[src/rtl/decode_issue_pkg.sv]
// Shared CPU definitions: opcode map, decode state encodings and opcode class helpers.
// Both the decode/issue stage and the execute stage use these.
package decode_issue_pkg;

  localparam logic [3:0] OP_NOP   = 4'h0;
  localparam logic [3:0] OP_ADD   = 4'h1;
  localparam logic [3:0] OP_SUB   = 4'h2;
  localparam logic [3:0] OP_AND   = 4'h3;
  localparam logic [3:0] OP_OR    = 4'h4;
  localparam logic [3:0] OP_XOR   = 4'h5;
  localparam logic [3:0] OP_CMP   = 4'h6;
  localparam logic [3:0] OP_IN    = 4'h7;
  localparam logic [3:0] OP_MOV   = 4'h8;
  localparam logic [3:0] OP_BR    = 4'h9;
  localparam logic [3:0] OP_BRZ   = 4'hA;
  localparam logic [3:0] OP_BRN   = 4'hB;
  localparam logic [3:0] OP_RSV_C = 4'hC;
  localparam logic [3:0] OP_RSV_D = 4'hD;
  localparam logic [3:0] OP_OUT   = 4'hE;
  localparam logic [3:0] OP_LDI   = 4'hF;

  localparam logic [1:0] ST_DEC       = 2'd0;
  localparam logic [1:0] ST_IMM       = 2'd1;
  localparam logic [1:0] ST_FLAG_WAIT = 2'd2;

  typedef struct packed {
    logic [3:0] op;
    logic [1:0] ra;
    logic [1:0] rb;
  } instr_t;

  // Ops whose flags are still in flight in EXE during the cycle after they issue.
  function automatic logic sets_flags(input logic [3:0] op);
    return (op >= OP_ADD) && (op <= OP_XOR);
  endfunction

  function automatic logic issues_with_wb(input logic [3:0] op);
    return sets_flags(op) || (op == OP_IN) || (op == OP_MOV);
  endfunction

  function automatic logic issues_without_wb(input logic [3:0] op);
    return (op == OP_CMP) || (op == OP_OUT);
  endfunction

endpackage

[src/rtl/decode_issue_regfile.sv]
// Four 8-bit registers, two combinational read ports and one write port.
// With FWD_EN set, a read of the register being written this cycle returns the new data.
module regfile4x8 #(
  parameter bit FWD_EN = 1'b1
) (
  input  logic       clk,
  input  logic       rst_n,
  input  logic       wr_en,
  input  logic [1:0] wr_addr,
  input  logic [7:0] wr_data,
  input  logic [1:0] rd_addr_a,
  output logic [7:0] rd_data_a,
  input  logic [1:0] rd_addr_b,
  output logic [7:0] rd_data_b
);

  logic [3:0][7:0] regs_q;
  logic [3:0][7:0] regs_d;

  always_comb begin
    regs_d = regs_q;
    if (wr_en) begin
      regs_d[wr_addr] = wr_data;
    end
  end

  always_ff @(posedge clk or negedge rst_n) begin
    if (!rst_n) begin
      regs_q <= '0;
    end else begin
      regs_q <= regs_d;
    end
  end

  always_comb begin
    rd_data_a = regs_q[rd_addr_a];
    rd_data_b = regs_q[rd_addr_b];
    if (FWD_EN && wr_en && (wr_addr == rd_addr_a)) begin
      rd_data_a = wr_data;
    end
    if (FWD_EN && wr_en && (wr_addr == rd_addr_b)) begin
      rd_data_b = wr_data;
    end
  end

endmodule

[src/rtl/decode_issue.sv]
// Decode/issue stage: consumes instruction bytes, reads operands, issues ALU ops
// and resolves branches, stalling one cycle when a branch needs flags still in EXE.
module decode_issue
  import decode_issue_pkg::*;
#(
  parameter bit FWD_EN = 1'b1
) (
  input  logic       clk,
  input  logic       rst_n,
  input  logic [7:0] instr_in,
  input  logic       instr_valid,
  output logic       instr_ready,
  input  logic       wb_en,
  input  logic [1:0] wb_addr,
  input  logic [7:0] wb_data,
  input  logic [1:0] zn_in,
  output logic [3:0] op_out,
  output logic [7:0] s1_out,
  output logic [7:0] s2_out,
  output logic [7:0] imm_out,
  output logic [1:0] dst_out,
  output logic       wr_en_out,
  output logic       issue_valid,
  output logic       br_taken,
  output logic [7:0] br_target
);

  instr_t     instr;
  logic       accept;
  logic       flag_hazard;
  logic       cond_met;
  logic [1:0] rd_addr_b;
  logic [7:0] rd_data_a;
  logic [7:0] rd_data_b;

  logic [1:0] state_q, state_d;
  logic [1:0] ldi_dst_q, ldi_dst_d;
  logic       br_is_z_q, br_is_z_d;
  logic [1:0] br_rb_q, br_rb_d;
  logic       ready_q, ready_d;
  logic [3:0] op_q, op_d;
  logic [7:0] s1_q, s1_d;
  logic [7:0] s2_q, s2_d;
  logic [7:0] imm_q, imm_d;
  logic [1:0] dst_q, dst_d;
  logic       wr_en_q, wr_en_d;
  logic       issue_q, issue_d;
  logic       br_taken_q, br_taken_d;
  logic [7:0] br_target_q, br_target_d;

  assign instr  = instr_t'(instr_in);
  assign accept = instr_valid && ready_q;

  // A parked conditional branch reads its target through port B using the saved rb.
  assign rd_addr_b = (state_q == ST_FLAG_WAIT) ? br_rb_q : instr.rb;

  regfile4x8 #(
    .FWD_EN(FWD_EN)
  ) u_regfile (
    .clk      (clk),
    .rst_n    (rst_n),
    .wr_en    (wb_en),
    .wr_addr  (wb_addr),
    .wr_data  (wb_data),
    .rd_addr_a(instr.ra),
    .rd_data_a(rd_data_a),
    .rd_addr_b(rd_addr_b),
    .rd_data_b(rd_data_b)
  );

  always_comb begin
    flag_hazard = issue_q && sets_flags(op_q);
    cond_met    = (state_q == ST_FLAG_WAIT) ? (br_is_z_q ? zn_in[1] : zn_in[0])
                                            : ((instr.op == OP_BRZ) ? zn_in[1] : zn_in[0]);

    state_d     = state_q;
    ldi_dst_d   = ldi_dst_q;
    br_is_z_d   = br_is_z_q;
    br_rb_d     = br_rb_q;
    ready_d     = 1'b1;
    op_d        = op_q;
    s1_d        = s1_q;
    s2_d        = s2_q;
    imm_d       = imm_q;
    dst_d       = dst_q;
    wr_en_d     = wr_en_q;
    issue_d     = 1'b0;
    br_taken_d  = 1'b0;
    br_target_d = br_target_q;

    case (state_q)
      ST_DEC: begin
        if (accept) begin
          if (instr.op == OP_LDI) begin
            ldi_dst_d = instr.ra;
            state_d   = ST_IMM;
          end else if (issues_with_wb(instr.op) || issues_without_wb(instr.op)) begin
            issue_d = 1'b1;
            op_d    = instr.op;
            s1_d    = rd_data_a;
            s2_d    = rd_data_b;
            dst_d   = instr.ra;
            wr_en_d = issues_with_wb(instr.op);
          end else if (instr.op == OP_BR) begin
            br_taken_d  = 1'b1;
            br_target_d = rd_data_b;
            ready_d     = 1'b0;
          end else if ((instr.op == OP_BRZ) || (instr.op == OP_BRN)) begin
            if (flag_hazard) begin
              state_d   = ST_FLAG_WAIT;
              br_is_z_d = (instr.op == OP_BRZ);
              br_rb_d   = instr.rb;
              ready_d   = 1'b0;
            end else if (cond_met) begin
              br_taken_d  = 1'b1;
              br_target_d = rd_data_b;
              ready_d     = 1'b0;
            end
          end
        end
      end
      ST_IMM: begin
        if (accept) begin
          issue_d = 1'b1;
          op_d    = OP_LDI;
          imm_d   = instr_in;
          dst_d   = ldi_dst_q;
          wr_en_d = 1'b1;
          state_d = ST_DEC;
        end
      end
      ST_FLAG_WAIT: begin
        state_d = ST_DEC;
        if (cond_met) begin
          br_taken_d  = 1'b1;
          br_target_d = rd_data_b;
          ready_d     = 1'b0;
        end
      end
      default: begin
        state_d = ST_DEC;
      end
    endcase
  end

  always_ff @(posedge clk or negedge rst_n) begin
    if (!rst_n) begin
      state_q     <= ST_DEC;
      ldi_dst_q   <= '0;
      br_is_z_q   <= 1'b0;
      br_rb_q     <= '0;
      ready_q     <= 1'b0;
      op_q        <= '0;
      s1_q        <= '0;
      s2_q        <= '0;
      imm_q       <= '0;
      dst_q       <= '0;
      wr_en_q     <= 1'b0;
      issue_q     <= 1'b0;
      br_taken_q  <= 1'b0;
      br_target_q <= '0;
    end else begin
      state_q     <= state_d;
      ldi_dst_q   <= ldi_dst_d;
      br_is_z_q   <= br_is_z_d;
      br_rb_q     <= br_rb_d;
      ready_q     <= ready_d;
      op_q        <= op_d;
      s1_q        <= s1_d;
      s2_q        <= s2_d;
      imm_q       <= imm_d;
      dst_q       <= dst_d;
      wr_en_q     <= wr_en_d;
      issue_q     <= issue_d;
      br_taken_q  <= br_taken_d;
      br_target_q <= br_target_d;
    end
  end

  assign instr_ready = ready_q;
  assign op_out      = op_q;
  assign s1_out      = s1_q;
  assign s2_out      = s2_q;
  assign imm_out     = imm_q;
  assign dst_out     = dst_q;
  assign wr_en_out   = wr_en_q;
  assign issue_valid = issue_q;
  assign br_taken    = br_taken_q;
  assign br_target   = br_target_q;

endmodule

[config.mk]
export PLATFORM = sky130hd
export DESIGN_NAME = decode_issue
export DESIGN_NICKNAME = d
export VERILOG_FILES = /design/src/rtl/decode_issue_pkg.sv /design/src/rtl/decode_issue_regfile.sv /design/src/rtl/decode_issue.sv
export SDC_FILE = /design/constraint.sdc
export NUM_CORES = 1
export LEC_CHECK = 0
export ABC_AREA = 1
export CAP_MARGIN = 20
export CELL_PAD_IN_SITES_DETAIL_PLACEMENT = 0
export CELL_PAD_IN_SITES_GLOBAL_PLACEMENT = 2
export CORE_AREA = 5 5 119 121
export DETAILED_ROUTE_END_ITERATION = 8
export DIE_AREA = 0 0 124 126
export PLACE_DENSITY = 0.95
export SLEW_MARGIN = 0
export SYNTH_ARGS = -nofsm -noshare
export SYNTH_HDL_FRONTEND = slang
export SYNTH_SLANG_ARGS = --single-unit
[constraint.sdc]
create_clock -name clk -period 2.7 [get_ports clk]
set_input_delay 0.405 -clock clk [delete_from_list [all_inputs] [get_ports clk]]
set_output_delay 0.405 -clock clk [all_outputs]
set_load 0.005 [all_outputs]
Yosys cells after proc, flatten, opt, wreduce, memory -nomap -nowiden
Index checks and enable logic that the tools add are counted.

word-level totals
  register bits after elaboration = 81
  input bits = 24
  output and inout port bits = 42
  logic and storage cells = 139

operators by class
  $lt $le $gt $ge = 8
  eq/ne operators = 23
  mux-type cells = 65
  bitwise operators = 3
  reductions and logical operators = 22

operators by type and width
  kind                  number
  $mux W8               12
  $bmux W8 S2           2
  $bwmux W32            1
  $mux W1               25
  $eq A4 B4 Y1 const B  6
  $mux W2               12
  $ne A3 B3 Y1 const B  6
  $demux W8 S2          1
  $mux W4               4
  $pmux W8 S2           1
  $reduce_and A6 Y1     2
  $ne A2 B2 Y1 const B  5
  $lt A2 B3 Y1 const B  3
  $eq A4 B3 Y1 const B  2
  $ge A4 B1 Y1 const B  2
  $le A4 B3 Y1 const B  2
  $pmux W1 S2           4
  $pmux W2 S2           2
  $pmux W4 S2           1
  $logic_and A1 B1 Y1   7
  $reduce_and A7 Y1     1
  $logic_or A1 B1 Y1    5
  $reduce_and A5 Y1     1
  $eq A2 B2 Y1          2
  other kinds (9)       12

Longest topological paths before layout
  depth after elaboration = 13
  mapped depth = 11
  mapped depth without buffers = 11

Hierarchy
Synthesis repeated with hierarchy kept, for this count alone.

unflattened totals
  cells, all modules = 614
  area total of the unflattened synthesis = 4640.7 um^2

modules (own cells, without submodules)
  module        instances  cells an instance  area each (um^2)  seq. area each (um^2)
  decode_issue  1          281                2506.2            1226.2
  regfile4x8    1          333                2134.5            800.8

Worst setup path before layout
OpenSTA, ideal clock, no wires.

  path kind = reg2reg
  start point = reg state_q[0]
  end point = reg s2_q[0] (netlist: s2_out[0])
  library setup time = 0.116 ns
  data arrival time = 1.241 ns
  required time = 2.584 ns
  slack = 1.342 ns
  stages on the path, launching flop included = 11
  path buffers = 0
  clock period less this slack = 1.358 ns
  cells stage by stage = dfrtp_1 -> inv_4 -> nand2_8 -> nand2_4 -> nand3_1 -> nand2_4 -> nand3_4 -> nand2_1 -> nand2_1 -> nand2_1 -> nand2_1

between the ends
  word-level cells in the longest chain between the ends = 5
  elaborated cells between the ends (all ways) = 9
  classes of those cells = 2 x eq/ne; 4 x mux; 3 x reduce/logical

ends and longest elaborated chain
  element                                                               RTL line                                                source
  start: declaration                                                    decode_issue.sv:36                                      logic [1:0] state_q, state_d;
  start signal: assignment                                              decode_issue.sv:163                                     state_q <= state_d;
  $eq A2 B2 Y1                                                          decode_issue.sv:55                                      assign rd_addr_b = (state_q == ST_FLAG_WAIT) ? br_rb_q : instr.rb;
  $mux W2                                                               decode_issue.sv:55
  $bmux W8 S2 or $eq A2 B2 Y1 (tied branches)                           decode_issue_regfile.sv:37, decode_issue_regfile.sv:41
  $mux W8 (implied by the code) or $logic_and A1 B1 Y1 (tied branches)  decode_issue_regfile.sv:37, decode_issue_regfile.sv:41
  $mux W8                                                               decode_issue_regfile.sv:41                              if (FWD_EN && wr_en && (wr_addr == rd_addr_b)) begin
  end signal: assignment                                                decode_issue.sv:155                                     s2_q <= '0;
  end signal: assignment                                                decode_issue.sv:170                                     s2_q <= s2_d;
  end: declaration                                                      decode_issue.sv:43                                      logic [7:0] s2_q, s2_d;

Parallel ways exist; a longest one is shown, timed or not. The select of a mux whose other input is x is not followed.
A chain may end at the register's enable or synchronous reset.

Worst setup path in the final report
  start point = reg state_q[1]
  end point = reg dst_q[0] (netlist: dst_out[0])

between the ends
  word-level cells in the longest chain between the ends = 3
  elaborated cells between the ends (all ways) = 9
  classes of those cells = 5 x eq/ne; 1 x mux; 3 x reduce/logical

ends and longest elaborated chain
  element                                                              RTL line             source
  $eq A2 B1 Y1 or $logic_not A2 Y1 (tied branches)                     decode_issue.sv:91   case (state_q)
  $ne A2 B2 Y1 (no source line) or $reduce_bool A2 Y1 (tied branches)  n/a
  $reduce_and A5 Y1 (no source line)                                   n/a
  end signal: assignment                                               decode_issue.sv:172  dst_q <= dst_d;
  end: declaration                                                     decode_issue.sv:45   logic [1:0] dst_q, dst_d;

Parallel ways exist; a longest one is shown, timed or not.

==> reports/results.ini <==
[grt]
overflow=0
grtUsageMet2_pct=23.8
grt-busiest-layer=met2
grt_util_met3_pct=2.78
grt_max_degree=45
grtUsageTotal_pct=15.4
grt_antenna_before_repair=0
grt_pass1_wl_microns=19100
met1_usage_pct=22.2
grt_pass1_vias=3595

[run_status]
status=complete, no violations

[placed_design]
gp_congestion=0.861
pre_cts_ws_ns=0.475
placed_cell_area_sq_um=5070
io_buffers=65
post-dp-hpwl_microns=8600

[pwr]
swShare_pct=29.1
internal-power_mw=2.71
peakVddDrop_mv=0.268
p_seq_share_pct=43.2
p_per_area_nw_per_um2=715
comb_power_share_pct=26.5
power.net_switching_mw=1.11
p_leak_nw=2.60
p_clk_share_pct=30.3

[layout]
fin_area_sq_um=5350
finalNetCount=638
multiInputGateArea_sq_um=1900
final_util_pct=41.2
drive_above_1_share_pct=8.56
regArea_sq_um=2030
areaGrowthSynthToFinish_pct=25.2
diodes=0
fillers=1340

[clock_tree]
cts_buffers=9
cts_hold_buffers=0
clkLatencyLatePin_ns=0.33
root_buffer=clkbuf_16
cts_sinks=81
htreeDepth=3
cts_tree=done
path_clk_slew_ns=0.06
post_cts_resized=0
clock_path_buffers=2
cts_setup_buffers=0

[setup_path]
start_kind=flip-flop
end_kind=flip-flop
critical_path_class=reg2reg
required_ns=2.97
cp.arrival_ns=2.48
path_max_fanout=16

[yosys]
synth_cells=553
synth_nets=577
netlist_area_sq_um=4280
synth_warnings=0
synth-seq-cells=81
synth_cell_types=29
ys_seq_area_share_pct=47.4
syn_avg_cell_area_sq_um=7.73

[timing]
fmax_mhz=452
setup_viol=0
worst_slew_pin_slew_ns=0.645
fin_skew_ns=0.00440
slew_headroom_pct=56.9
fin_crit_sh_pct=82.0
rsz0062_at_grt=false
setup_slack_ns=0.486
fin_setup_tns_ns=0
final-hold-violation-count=0
fin_crit_ns=2.21
maxSlewViolCount=0

[detailed_routing]
num_vias=3812
drtIter0Drc=299
routedWlPerCell_microns=14.3
drcViolationCount=0
firstDrtPassIters=5
antenna_left=0
drt-total-wl_microns=11400
via_per_inst=4.79

[floorplanning]
start_util_pct=32.9
dieArea_sq_um=15600
pin_count=66
die_x_microns=124
die_height_microns=126
core_sq_um=13000
rows=42

[hold_path]
hold_path.class=in2async

[run]
max_cap_viol_count=0

## critical path: stages (launching register included)
cell,delay [ns]
dfrtp_1,0.54
nor2_1,0.56
nand2_1,0.45
nand2_1,0.19
nand2_2,0.17
inv_1,0.13
nand2_1,0.06
nand2_1,0.06
## power by group through the flow
stage | combinational [mW] | clock (mW) | sequential [mW]
2_1_floorplan | 0.476 | 0 | 1.65
3_3_place_gp | 1.01 | 0 | 1.67
3_5_place_dp | 1.03 | 0 | 1.67
4_1_cts | 1.03 | 1.19 | 1.66
5_1_grt | 1.14 | 1.24 | 1.69
6_report | 1.01 | 1.16 | 1.65
## sequential cells by signal (all words and copies together) (netlist names), 2 cells and up
signal,count
br_rb_q,2
dst_out,2
ldi_dst_q,2
imm_out,8
s2_out,8
br_target,8
u_regfile.regs_q,32
op_out,4
s1_out,8
state_q,2
## synth_stat cells (all sizes together)
library cell / instances / area, sq um
clkinv: 2 / 12.5
clkbuf: 8 / 30.0
nor2: 14 / 60.1
a21oi: 19 / 98.9
dfrtp: 81 / 2030
nand3: 55 / 328
nand2: 195 / 798
nand4: 10 / 62.6
o21ai: 90 / 465
buf: 11 / 88.8
xnor2: 1 / 8.76
nand3b: 9 / 67.6
mux2: 1 / 11.3
inv: 57 / 216
## per-stage QoR
step | hold WS (ns) | instances | power [mW]
2_1_floorplan | 0.109 | 553 | 2.13
3_3_place_gp | 0.407 | 779 | 2.68
3_5_place_dp | 0.415 | 779 | 2.70
4_1_cts | 0.0571 | 795 | 3.88
5_1_grt | 0.0747 | 795 | 4.08
6_report | 0.0377 | 795 | 3.83
## kinds of logic after synthesis
| kind of cell | Yosys count | synth area share (%) |
|---|---|---|
| and+or+nand+nor | 283 | 30.8 |
| AOI/OAI and AO/OA | 109 | 13.2 |
| DFF | 81 | 47.4 |
| buffers and inverters | 78 | 8.14 |
| xor gates and xnor gates | 1 | 0.205 |
| muxes | 1 | 0.263 |
## final timing paths
check | to | depth (start not counted) | from | slack (ns)
max reg2reg | dst_out[0] | 7 | state_q[1] | 0.49
min | imm_out[3] | 1 | rst_n | 0.04
max in group asynchronous | u_regfile.regs_q[27] | 2 | rst_n | 2.06
max | dst_out[0] | 7 | state_q[1] | 0.49
min reg2reg | br_target[7] | 2 | br_target[7] | 0.47
min in group clk | br_target[7] | 2 | br_target[7] | 0.47
## cell type report
class                           instances  share of cell area (%)
Clock inverter                          1                   0.164
Clock buffer                           15                    5.19
Timing Repair Buffer                   69                    12.9
Multi-Input combinational cell        394                    35.5
Tap cell                              176                    4.11
Sequential cell                        81                    37.9
Inverter                               59                    4.28
## layout by cell type, fill, tap and decap left out, types with 8 or more instances in the layout
| cell | netlist | routed |
|---|---|---|
| nor2_1 | 11 | 11 |
| a21oi_1 | 18 | 18 |
| nand4_1 | 10 | 10 |
| o21ai_1 | 10 | 10 |
| clkdlybuf4s50_1 | 0 | 64 |
| nand3_1 | 49 | 49 |
| inv_1 | 51 | 51 |
| dfrtp_1 | 81 | 81 |
| nand2_1 | 182 | 182 |
| o21ai_0 | 76 | 76 |
| nand2_2 | 8 | 8 |
| clkbuf_16 | 0 | 9 |
| nand3b_1 | 9 | 9 |
## metal layers
| layer | part of all wire, % | routed length (microns) | vias up |
|---|---|---|---|
| met2 | 47 | 5400 | 90 |
| met1 | 47 | 5370 | 1794 |
| met3 | 4.8 | 550 | 6 |
| met4 | 0.65 | 74 | 0 |
| li1 | - | - | 1922 |
| met5 | 0 | 0 | - |
No activity file was read; power rests on OpenSTA's default activity.
